`config.mk`:
```
export PLATFORM = sky130hd
export DESIGN_NAME = div_controller
export DESIGN_NICKNAME = d
export VERILOG_FILES = /design/src/rtl/div_pkg.sv /design/src/rtl/div_controller.sv
export SDC_FILE = /design/constraint.sdc
export NUM_CORES = 1
export LEC_CHECK = 0
export ABC_AREA = 1
export BUFFER_PORTS_ARGS = -buffer_cell sky130_fd_sc_hd__buf_4
export CAP_MARGIN = 20
export CORE_MARGIN = 2
export CORE_UTILIZATION = 51
export CTS_CLUSTER_SIZE = 25
export DETAILED_ROUTE_END_ITERATION = 16
export PLACE_DENSITY = 0.92
export SYNTH_ARGS = -nofsm -noshare
export SYNTH_HDL_FRONTEND = slang
export SYNTH_SLANG_ARGS = --single-unit
```
`constraint.sdc`:
```
create_clock -name clk -period 4.4 [get_ports clk]
set_input_delay 0.44 -clock clk [delete_from_list [all_inputs] [get_ports clk]]
set_output_delay 0.44 -clock clk [all_outputs]
set_load 0.005 [all_outputs]
```
`src/rtl/div_pkg.sv`:
```
// div_pkg: shared state, mux-select and status encodings for the divider controller
package div_pkg;
  typedef enum logic [2:0] {IDLE, LOAD, CHECK, ITER, DONE} state_t;
  localparam logic [1:0] SEL_ZERO  = 2'b00;
  localparam logic [1:0] SEL_LOAD  = 2'b01;
  localparam logic [1:0] SEL_SUB   = 2'b10;
  localparam logic [1:0] SEL_SHIFT = 2'b11;
  localparam logic [1:0] ST_OK  = 2'b00;
  localparam logic [1:0] ST_DVZ = 2'b01;
  localparam logic [1:0] ST_OVF = 2'b10;
  localparam logic [1:0] ST_TMO = 2'b11;
endpackage

```
`src/rtl/div_controller.sv`:
```
// div_controller: handshake FSM sequencing the restoring-divider datapath
module div_controller
  import div_pkg::*;
#(
  parameter int MAX_ITER = 16,
  parameter int IW = 5
) (
  input  logic       clk,
  input  logic       rst_n,
  input  logic       start,
  output logic       start_ready,
  output logic       result_valid,
  input  logic       result_ready,
  output logic [1:0] status,
  output logic       busy,
  input  logic       dvz,
  input  logic       ovf,
  input  logic       co_counter,
  input  logic       be,
  output logic       sclr,
  output logic       ld_B,
  output logic       ld_Q,
  output logic       ld_ACC,
  output logic       ld_counter,
  output logic       increace_counter,
  output logic [1:0] select_Q,
  output logic [1:0] select_ACC
);
  state_t state, state_nx;
  logic [1:0] status_nx;
  logic [IW-1:0] wd, wd_nx;
  // state, status and watchdog registers
  always_ff @(posedge clk or negedge rst_n)
    if (!rst_n) begin
      state  <= IDLE;
      status <= ST_OK;
      wd     <= '0;
    end else begin
      state  <= state_nx;
      status <= status_nx;
      wd     <= wd_nx;
    end
  // next state and datapath controls; ITER loads gated by ovf, selects by be
  always_comb begin
    state_nx = state;
    status_nx = status;
    wd_nx = wd;
    start_ready = 1'b0;
    result_valid = 1'b0;
    busy = 1'b0;
    sclr = 1'b0;
    ld_B = 1'b0;
    ld_Q = 1'b0;
    ld_ACC = 1'b0;
    ld_counter = 1'b0;
    increace_counter = 1'b0;
    select_Q = SEL_ZERO;
    select_ACC = SEL_ZERO;
    case (state)
      IDLE: begin
        sclr = 1'b1;
        start_ready = 1'b1;
        if (start) begin
          state_nx = LOAD;
          status_nx = ST_OK;
        end
      end
      LOAD: begin
        busy = 1'b1;
        ld_B = 1'b1;
        ld_Q = 1'b1;
        ld_ACC = 1'b1;
        ld_counter = 1'b1;
        select_Q = SEL_LOAD;
        select_ACC = SEL_LOAD;
        state_nx = CHECK;
      end
      CHECK: begin
        busy = 1'b1;
        wd_nx = '0;
        state_nx = dvz ? DONE : ITER;
        status_nx = dvz ? ST_DVZ : status;
      end
      ITER: begin
        busy = 1'b1;
        select_Q = be ? SEL_SUB : SEL_SHIFT;
        select_ACC = be ? SEL_SUB : SEL_SHIFT;
        ld_Q = !ovf;
        ld_ACC = !ovf;
        increace_counter = !ovf;
        if (ovf) begin
          status_nx = ST_OVF;
          state_nx = DONE;
        end else if (co_counter) begin
          status_nx = ST_OK;
          state_nx = DONE;
        end else if (wd == IW'(MAX_ITER - 1)) begin
          status_nx = ST_TMO;
          state_nx = DONE;
        end else
          wd_nx = wd + 1'b1;
      end
      DONE: begin
        result_valid = 1'b1;
        state_nx = result_ready ? IDLE : DONE;
      end
      default: state_nx = IDLE;
    endcase
  end
endmodule

```
==> impl_metrics.csv, run 1 <==
group,metric,value,unit
synth,yosysWarnings,0,
synth,syn_avg_cell_area,7.55,sq um
placed_design,io_buffers,22,
cts,cts_resized,0,
floorplan,dieArea,0.00166,sq mm
worst_setup_path,worstSetupStartpointType,"flop",
global_routing,overflow,0,
job,maxCapViolCount,0,
global_routing,grt_usage,22.2,%
detailed_routing,wire_per_inst,11.3,um
cells_and_area,final_cell_area,866,sq um
sta,maxSlewHeadroom,81.2,%
sta,finalSetupViolCount,0,
worst_setup_path,cp.arrival,1.26,ns
power,total_leakage_power,0.472,nW
cts,cts_root_buffer,"clkbuf_4",
placed_design,hpwl,1160,um
worst_setup_path,end_kind,"output pin",
status,status,"finished, final reports clean",
cells_and_area,multiInputGateArea,345,sq um
cells_and_area,area_growth,26.0,%
floorplan,die_y,40.7,um
sta,skew,0.00541,ns
worst_setup_path,worstSetupPathType,"reg2out",
synth,synth_top_family_by_area,"simple AND/OR/NAND/NOR gates",
synth,synth_cell_types,22,
synth,synth_area,687,sq um
detailed_routing,route.detailed.drc,0,
cells_and_area,fin_cells,127,
cells_and_area,layout_commonest_cell,"buf_4",
placed_design,globalplace.congestion,0.856,
detailed_routing,vias_per_cell,5.11,
sta,hold_viol_final,0,
cells_and_area,final_util,67.4,%
worst_setup_path,cp.required,3.96,ns
sta,finalCriticalPeriod,1.70,ns
synth,ys_ff_latch,10,
cts,cts_setup_buffers,0,
cts,hold_buffers,1,
sta,worst_pin_slew,0.281,ns
cts,htree_levels,1,
synth,yosysSeqAreaShare,36.4,%
sta,drv_slew,0,
sta,timing.final.crit_share,38.6,%
placed_design,dp.cells,123,
sta,setup-tns-final,0,ns
cells_and_area,final_nets,124,
synth,syn_nets,101,
global_routing,grt_max_degree,11,
synth,synth_mux_area_share,0,%
detailed_routing,wirelength,1430,um
cells_and_area,antenna_cells,0,
sta,hold_slack,0.420,ns
placed_design,placed_cell_area,833,sq um
cts,clk_latency,0.27,ns
cts,clk_pin_slew,0.06,ns
cells_and_area,drive_gt1_share,39.3,%
global_routing,antenna_found_initial,0,
cts,cts_made_buffers,3,
synth,yosys.area_share.simple,38.1,%
floorplan,core,0.00128,sq mm
sta,clock.fmax,588,MHz
power,ir_drop,0.000306,V
floorplan,die_w,40.7,um
cts,clock-sinks,10,
cells_and_area,fillers,119,
synth,synth_xor_area_share,1.28,%
sta,rsz0062_at_grt,"no",
hold_path,hold_path_class,"in2reg",
floorplan,io_pins,23,
synth,synth_cells,91,
cts,cts_tree,"built",
global_routing,grt_pass1_wl,2350,um
detailed_routing,ant_nets,0,
detailed_routing,dr.pass1.iters,4,
cts,cts.path.max_buffers,2,
detailed_routing,routed-via-count,649,
floorplan,start_util,53.5,%
floorplan,rows,13,
cells_and_area,final_cell_mix,"22 x buf_4, 21 x nand2_1, 10 x nor2_1, 10 x dfrtp_1",
synth,synth_fa_ha_area_share,3.64,%
detailed_routing,dr.first_iter.drc_count,23,
cells_and_area,final-seq-area,250,sq um
power,power_density,609,mW/mm^2
synth,synth_compound_area_share,7.29,%
worst_setup_path,cp_max_fo,6,
global_routing,grt_pass1_vias,565,
[cell families (layout without fill, tap and decap cells)]
family	after synthesis	count (layout)
AND/OR/NAND/NOR	50	50
buffers and inverters	18	39
AO/OA/AOI/OAI	10	10
flip-flops	10	10
adder cells (fa/ha/maj)	2	2
XOR/XNOR	1	1
[through the flow]
step                      setup slack, ns  power, W
after global placement               2.88  0.000453
after detailed placement             2.78  0.000463
after CTS                            2.69  0.000531
after floorplan                      2.92  0.000355
after global routing                 2.59  0.000578
final                                2.70  0.000528
[worst paths after layout]
path                              start         to  slack [ns]  cells past startpoint
setup / recovery               state[2]       ld_B        2.70                      4
hold / removal             result_ready   state[2]        0.42                      4
setup reg to reg                  wd[0]      wd[0]        2.78                      9
hold reg to reg               status[1]  status[1]        0.48                      2
max in group asynchronous         rst_n  status[0]        3.72                      2
min in group asynchronous         rst_n  status[1]        0.54                      2
[routing by layer]
metal | GRT usage [%] | vias up | routed length, um
met5 | 0 | - | 0
met4 | 13.3 | 0 | 27
met3 | 3.26 | 4 | 103
met2 | 36.1 | 25 | 715
met1 | 27.6 | 291 | 586
li1 | - | 329 | -
[registers in the layout (all words and copies together), names as in the netlist]
| signal | cells |
|---|---|
| wd | 5 |
| state | 3 |
| status | 2 |
[synth_stat cells]
cell      number  area share [%]
nor2_1        10             5.5
nor2_4         1             1.6
nand3_2        1             1.5
nor3b_1        1             1.1
nand3_4        1             2.6
nand3_1        2             1.5
nor2_2         5             4.6
buf_4          5             5.5
nand2_4        1             1.6
nand2_1       21              11
xor2_1         1             1.3
o21ai_1        4             2.9
clkinv_1       1            0.55
clkinv_4       1             1.3
ha_1           2             3.6
a21oi_1        6             4.4
inv_1          6             3.3
nand3b_1       2             2.2
nand2_2        4             3.6
nand4_1        1            0.91
dfrtp_1       10              36
inv_2          5             2.7
[power breakdown]
part / switching [W] / internal (W) / leakage, nW
Sequential: 0.0000324 / 0.000117 / 0.135
Clock: 0.0000300 / 0.0000316 / 0.0138
Combinational: 0.000170 / 0.000147 / 0.323
Total: 0.000232 / 0.000296 / 0.472
[worst max-delay path: stages (launching register included)]
cell     delay, ns
dfrtp_1       0.40
inv_2         0.15
nand2_1       0.10
nor2_1        0.19
buf_4         0.15
[cell type report]
cell class	count	share of cell area, %
clock buffer	3	2.60
inverter	13	6.21
multi-input combinational	63	39.9
sequential	10	28.9
tap	15	2.17
timing repair buffer	23	20.2
Note: power is estimated with default switching activity, not from simulation.
==> inputs of run 2 (changes only) <==
- CORE_UTILIZATION: 51 -> 48
- PLACE_DENSITY: 0.92 -> 0.88
- clock period: 4.4 -> 1.6 ns (I/O delays scaled with it)
==> run 2 against run 1 <==
  * Global-route usage fell by 4.4 points
  * Non-clock buffer count did not move
  * First-iteration DRC count fell by 17%
  * Flip-flop and latch count did not move
  * Hold slack got worse by 0.28 ns
==> impl_metrics.csv, run 2 (synthesized netlist as in run 1, its figures left out) <==
group,metric,value,unit
global_routing,grt_pass1_wl,2420,um
global_routing,grt_usage,17.8,%
cells_and_area,area_growth,28.2,%
global_routing,met3_usage,2.61,%
global_routing,grt_max_degree,11,
cells_and_area,final_cell_area,881,sq um
global_routing,antenna_found_initial,0,
worst_setup_path,crit_family,"simple AND/OR/NAND/NOR gates",
detailed_routing,vias_per_cell,5.06,
global_routing,overflow,0,
sta,clock.fmax,634,MHz
global_routing,grt_pass1_vias,580,
worst_setup_path,critPathBufInv,0,
global_routing,use_met1,23.4,%
floorplan,die_w,41.8,um
status,status,"finished, final reports clean",
hold_path,hold_path_class,"in2reg",
cells_and_area,largest_reg_flops,5,
cells_and_area,layout_commonest_cell,"buf_4",
sta,drv_slew,0,
hold_path,holdCritStartpoint,"result_ready",
floorplan,io_pins,23,
detailed_routing,routed-via-count,642,
sta,skew,0.00232,ns
detailed_routing,route.detailed.drc,0,
detailed_routing,wire_per_inst,11.5,um
cts,clk_latency,0.26,ns
worst_setup_path,crit_path_max_incr_delay,0.41,ns
power,total_leakage_power,0.471,nW
floorplan,rows,13,
sta,maxSlewHeadroom,81.6,%
detailed_routing,ant_nets,0,
worst_setup_path,worstSetupPathType,"reg2reg",
cts,cts_setup_buffers,0,
worst_setup_path,cp.required,1.75,ns
detailed_routing,wirelength,1460,um
floorplan,dieArea,0.00175,sq mm
cells_and_area,fin_cells,127,
placed_design,dp.cells,123,
cts,cts_tree,"built",
cts,cts_root_buffer,"clkbuf_4",
floorplan,core,0.00132,sq mm
cells_and_area,antenna_cells,0,
placed_design,hpwl,1090,um
cells_and_area,final_nets,124,
cts,clock-sinks,10,
worst_setup_path,crit_path_top_delay_cell,"dfrtp_1",
placed_design,io_buffers,22,
placed_design,placed_cell_area,833,sq um
cts,cts_made_buffers,3,
sta,timing.final.crit_share,98.7,%
power,finalPower,0.00145,W
worst_setup_path,crit_chain,"ha_2 -> nand2_2 -> nor2_2 -> ha_2 -> nand3b_1 -> nor2_4 -> nor2_4 -> nand2_1 -> o21ai_1",
worst_setup_path,r2r_start,"wd[0]",
power,ir_drop,0.000858,V
cells_and_area,final_cell_mix,"22 x buf_4, 20 x nand2_1, 10 x dfrtp_1",
cells_and_area,drive_gt1_share,42.9,%
global_routing,met2_usage,26.9,%
worst_setup_path,cp.arrival,1.73,ns
worst_setup_path,end_kind,"flop",
worst_setup_path,worstSetupStartpointType,"flop",
global_routing,grt-busiest-layer,"met2",
detailed_routing,dr.pass1.iters,4,
sta,worst_pin_slew,0.276,ns
power,power_density,1650,mW/mm^2
floorplan,die_y,41.8,um
cells_and_area,largest_registers,"wd x5, state x3, status x2",
floorplan,start_util,52.1,%
job,maxCapViolCount,0,
worst_setup_path,startpoint,"wd[0]",
sta,rsz0062_at_grt,"yes",
cts,cts.path.max_buffers,2,
sta,hold_viol_final,0,
cts,htree_levels,1,
worst_setup_path,cp_max_fo,4,
sta,finalSetupViolCount,0,
sta,finalCriticalPeriod,1.58,ns
cts,clk_pin_slew,0.06,ns
placed_design,globalplace.congestion,0.815,
detailed_routing,dr.first_iter.drc_count,19,
cells_and_area,largest-register,"wd",
==> run 2: path summary, 6_finish.rpt <==
kind / end / slack, ns / depth (start not counted)
worst max register to register: wd[4] / 0.02 / 9
min in group asynchronous: state[0] / 0.26 / 2
worst min register to register: status[1] / 0.48 / 2
worst max-delay path: wd[4] / 0.02 / 9
worst min-delay path: state[2] / 0.14 / 4
max in group asynchronous: wd[4] / 1.20 / 2
==> run 2: layout make-up <==
cell class                      instances  area (sq um)
Clock buffer                            3          22.5
Fill cell                             109           437
Inverter                               13          53.8
Multi-Input combinational cell         63           360
Sequential cell                        10           250
Tap cell                               15          18.8
Timing Repair Buffer                   23           175
==> run 2: metrics by stage <==
step / hold slack, ns / worst slack [ns] / utilization, % / TNS (ns)
global route: 0.169 / -0.0399 / 66.9 / -0.118
floorplan: -0.136 / 0.124 / - / 0
finish: 0.137 / 0.0216 / 66.9 / 0
detailed placement: -0.00458 / 0.0286 / 63.2 / 0
global placement: -0.00670 / 0.0784 / 63.2 / 0
CTS: 0.131 / 0.00179 / 65.7 / 0
==> run 2: what timing repair did <==
item                                   in CTS  in global routing
endpoints found under the hold margin      10                  0
hold buffers                                1                  0
resized for setup                           0                  5
setup endpoints to repair                   0                  6
==> run 2: worst min-delay path: stages <==
cell and delay (ns):
buf_4 0.07, inv_1 0.03, nand2_1 0.05, a21oi_1 0.05
==> run 2: per-layer routing <==
layer | vias up | wire, um
met1 | 291 | 642
met4 | 0 | 25
met2 | 25 | 686
li1 | 322 | -
met5 | - | 0
met3 | 4 | 104
==> run 2: power breakdown <==
group | internal, W | total [W] | switching [W]
clock network | 0.0000868 | 0.000169 | 0.0000817
registers | 0.000323 | 0.000410 | 0.0000868
logic | 0.000407 | 0.000873 | 0.000465
==> inputs of run 3 (changes only) <==
- CORE_ASPECT_RATIO: default -> 1.4
- CORE_UTILIZATION: 48 -> 35
- PLACE_DENSITY: 0.88 -> 0.7
==> run 3 against run 2 <==
  * Power grew 0.84%
  * Combinational power is essentially flat
  * Sequential share of layout area shrank 1.2 points
  * Register-to-register slack is essentially flat
  * Core utilization shrank 19 points
  * Clock skew shrank 0.0017 ns
==> impl_metrics.csv, run 3 (synthesized netlist as in run 1, its figures left out) <==
group,metric,value,unit
detailed_routing,dr.first_iter.drc_count,7,
detailed_routing,vias_per_cell,4.82,
global_routing,overflow,0,
cts,cts.path.max_buffers,2,
worst_setup_path,crit_family,"simple AND/OR/NAND/NOR gates",
worst_setup_path,worstSetupStartpointType,"flop",
status,status,"finished, final reports clean",
cells_and_area,final_cell_mix,"26 x buf_4, 20 x nand2_1, 10 x dfrtp_1",
global_routing,grt_pass1_vias,615,
floorplan,io_pins,23,
cells_and_area,final_cell_area,918,sq um
placed_design,io_buffers,22,
detailed_routing,wirelength,1520,um
power,ir_drop,0.000808,V
cells_and_area,fin_cells,137,
cells_and_area,area_growth,33.7,%
hold_path,hold_end,"state[2]",
global_routing,antenna_found_initial,0,
power,total_leakage_power,0.491,nW
worst_setup_path,crit_path_top_delay_cell,"dfrtp_1",
sta,skew,0.000607,ns
worst_setup_path,r2r_start,"wd[1]",
cells_and_area,largest_reg_flops,5,
worst_setup_path,timing.rr.end,"wd[0]",
worst_setup_path,crit_chain,"ha_2 -> nand2_2 -> nor2_2 -> ha_2 -> nand3b_1 -> nor2_4 -> nor2_4 -> nand2_1 -> o21ai_1",
worst_setup_path,path_depth,9,
cts,clk_pin_slew,0.06,ns
cts,clk_latency,0.27,ns
detailed_routing,wl_met2,870,um
hold_path,holdCritStartpoint,"result_ready",
sta,worst_pin_slew,0.319,ns
power,power_density,1590,mW/mm^2
sta,timing.final.crit_share,99.1,%
worst_setup_path,worstSetupPathType,"reg2reg",
floorplan,rows,19,
sta,drv_slew,0,
placed_design,placed_cell_area,841,sq um
global_routing,grt_max_degree,11,
job,maxCapViolCount,0,
cells_and_area,antenna_cells,0,
detailed_routing,route.detailed.drc,0,
cells_and_area,final_nets,128,
sta,maxSlewHeadroom,78.7,%
placed_design,globalplace.congestion,0.815,
floorplan,dieArea,0.00234,sq mm
floorplan,die_w,41.4,um
floorplan,die_y,56.4,um
worst_setup_path,cp_max_fo,4,
sta,clock.fmax,630,MHz
hold_path,hold_path_class,"in2reg",
detailed_routing,met1Wirelength,553,um
global_routing,grt_pass1_wl,2530,um
sta,hold_slack,0.136,ns
sta,setup-tns-final,0,ns
cells_and_area,largest-register,"wd",
placed_design,hpwl,1120,um
cts,cts_root_buffer,"clkbuf_4",
worst_setup_path,reg2reg_depth,9,
worst_setup_path,cp.required,1.75,ns
detailed_routing,ant_nets,0,
sta,finalCriticalPeriod,1.59,ns
sta,finalSetupViolCount,0,
detailed_routing,dr.pass1.iters,4,
detailed_routing,wire_per_inst,11.1,um
cts,cts_tree,"built",
floorplan,core,0.00190,sq mm
cells_and_area,drive_gt1_share,44.8,%
worst_setup_path,cp.arrival,1.74,ns
cells_and_area,layout_commonest_cell,"buf_4",
detailed_routing,dr.max_layer_used,"met4",
worst_setup_path,crit_path_max_incr_delay,0.40,ns
worst_setup_path,critPathBufInv,0,
detailed_routing,wl_met3,73,um
sta,rsz0062_at_grt,"yes",
worst_setup_path,ff2ff_setup_slack,0.01,ns
cts,cts_made_buffers,3,
cells_and_area,largest_registers,"wd x5, state x3, status x2",
worst_setup_path,end_kind,"flop",
detailed_routing,routed-via-count,660,
hold_path,hold_depth,4,
cts,clock-sinks,10,
sta,hold_viol_final,0,
placed_design,dp.cells,129,
floorplan,start_util,36.1,%
cts,htree_levels,1,
global_routing,grt_usage,13.6,%
power,finalPower,0.00146,W
## run 3: changes by cell type in the layout (fill, tap and decap cells not counted), sizes merged
| cell | before | now |
|---|---|---|
| buf | 22 | 26 |
## run 3: layer usage
layer  track usage [%]  vias to the layer above
met4              4.15                        0
li1                  -                      336
met2              26.1                       16
met1              14.4                      306
met5                 0                        -
met3              2.57                        2
## run 3: area by class of cell
cell class	instances	area, sq um
clock buffers	3	22.5
multi-input cells	63	360
well taps	21	26.3
inverters	13	53.8
flip-flops and latches	10	250
fillers	203	983
repair buffers	27	205
## run 3: repair_timing
action,CTS,global route
pin swaps,2,4
setup endpoints to repair,3,6
buffers inserted,1,3
resized for setup,1,4
hold buffers,1,0
endpoints found under the hold margin,10,0
## run 3: per-stage QoR
stage          util, %  setup WS, ns
2_1_floorplan        -         0.124
3_3_place_gp      44.2        0.0781
3_5_place_dp      44.2      -0.00265
4_1_cts           46.4        0.0234
5_1_grt           48.3       -0.0427
6_report          48.3        0.0139
## run 3: report_power, final
part	leakage [nW]	total, W	switching [W]	internal, W
clock	0.0138	0.000174	0.0000873	0.0000871
sequential	0.135	0.000415	0.0000918	0.000323
combinational	0.342	0.000874	0.000455	0.000419
## run 3: tightest hold or removal path, cell delays in order
cell	delay, ns
buf_4	0.08
inv_1	0.03
nand2_1	0.05
a21oi_1	0.06
## run 3: worst max path at each step
stage / startpoint / endpoint / slack (ns)
after floorplan: wd[0] / wd[0] / 0.12
after global placement: wd[0] / wd[0] / 0.08
after detailed placement: wd[0] / wd[0] / -0.003
after CTS: wd[1] / wd[0] / 0.02
after global routing: wd[1] / wd[0] / -0.04
final: wd[1] / wd[0] / 0.01
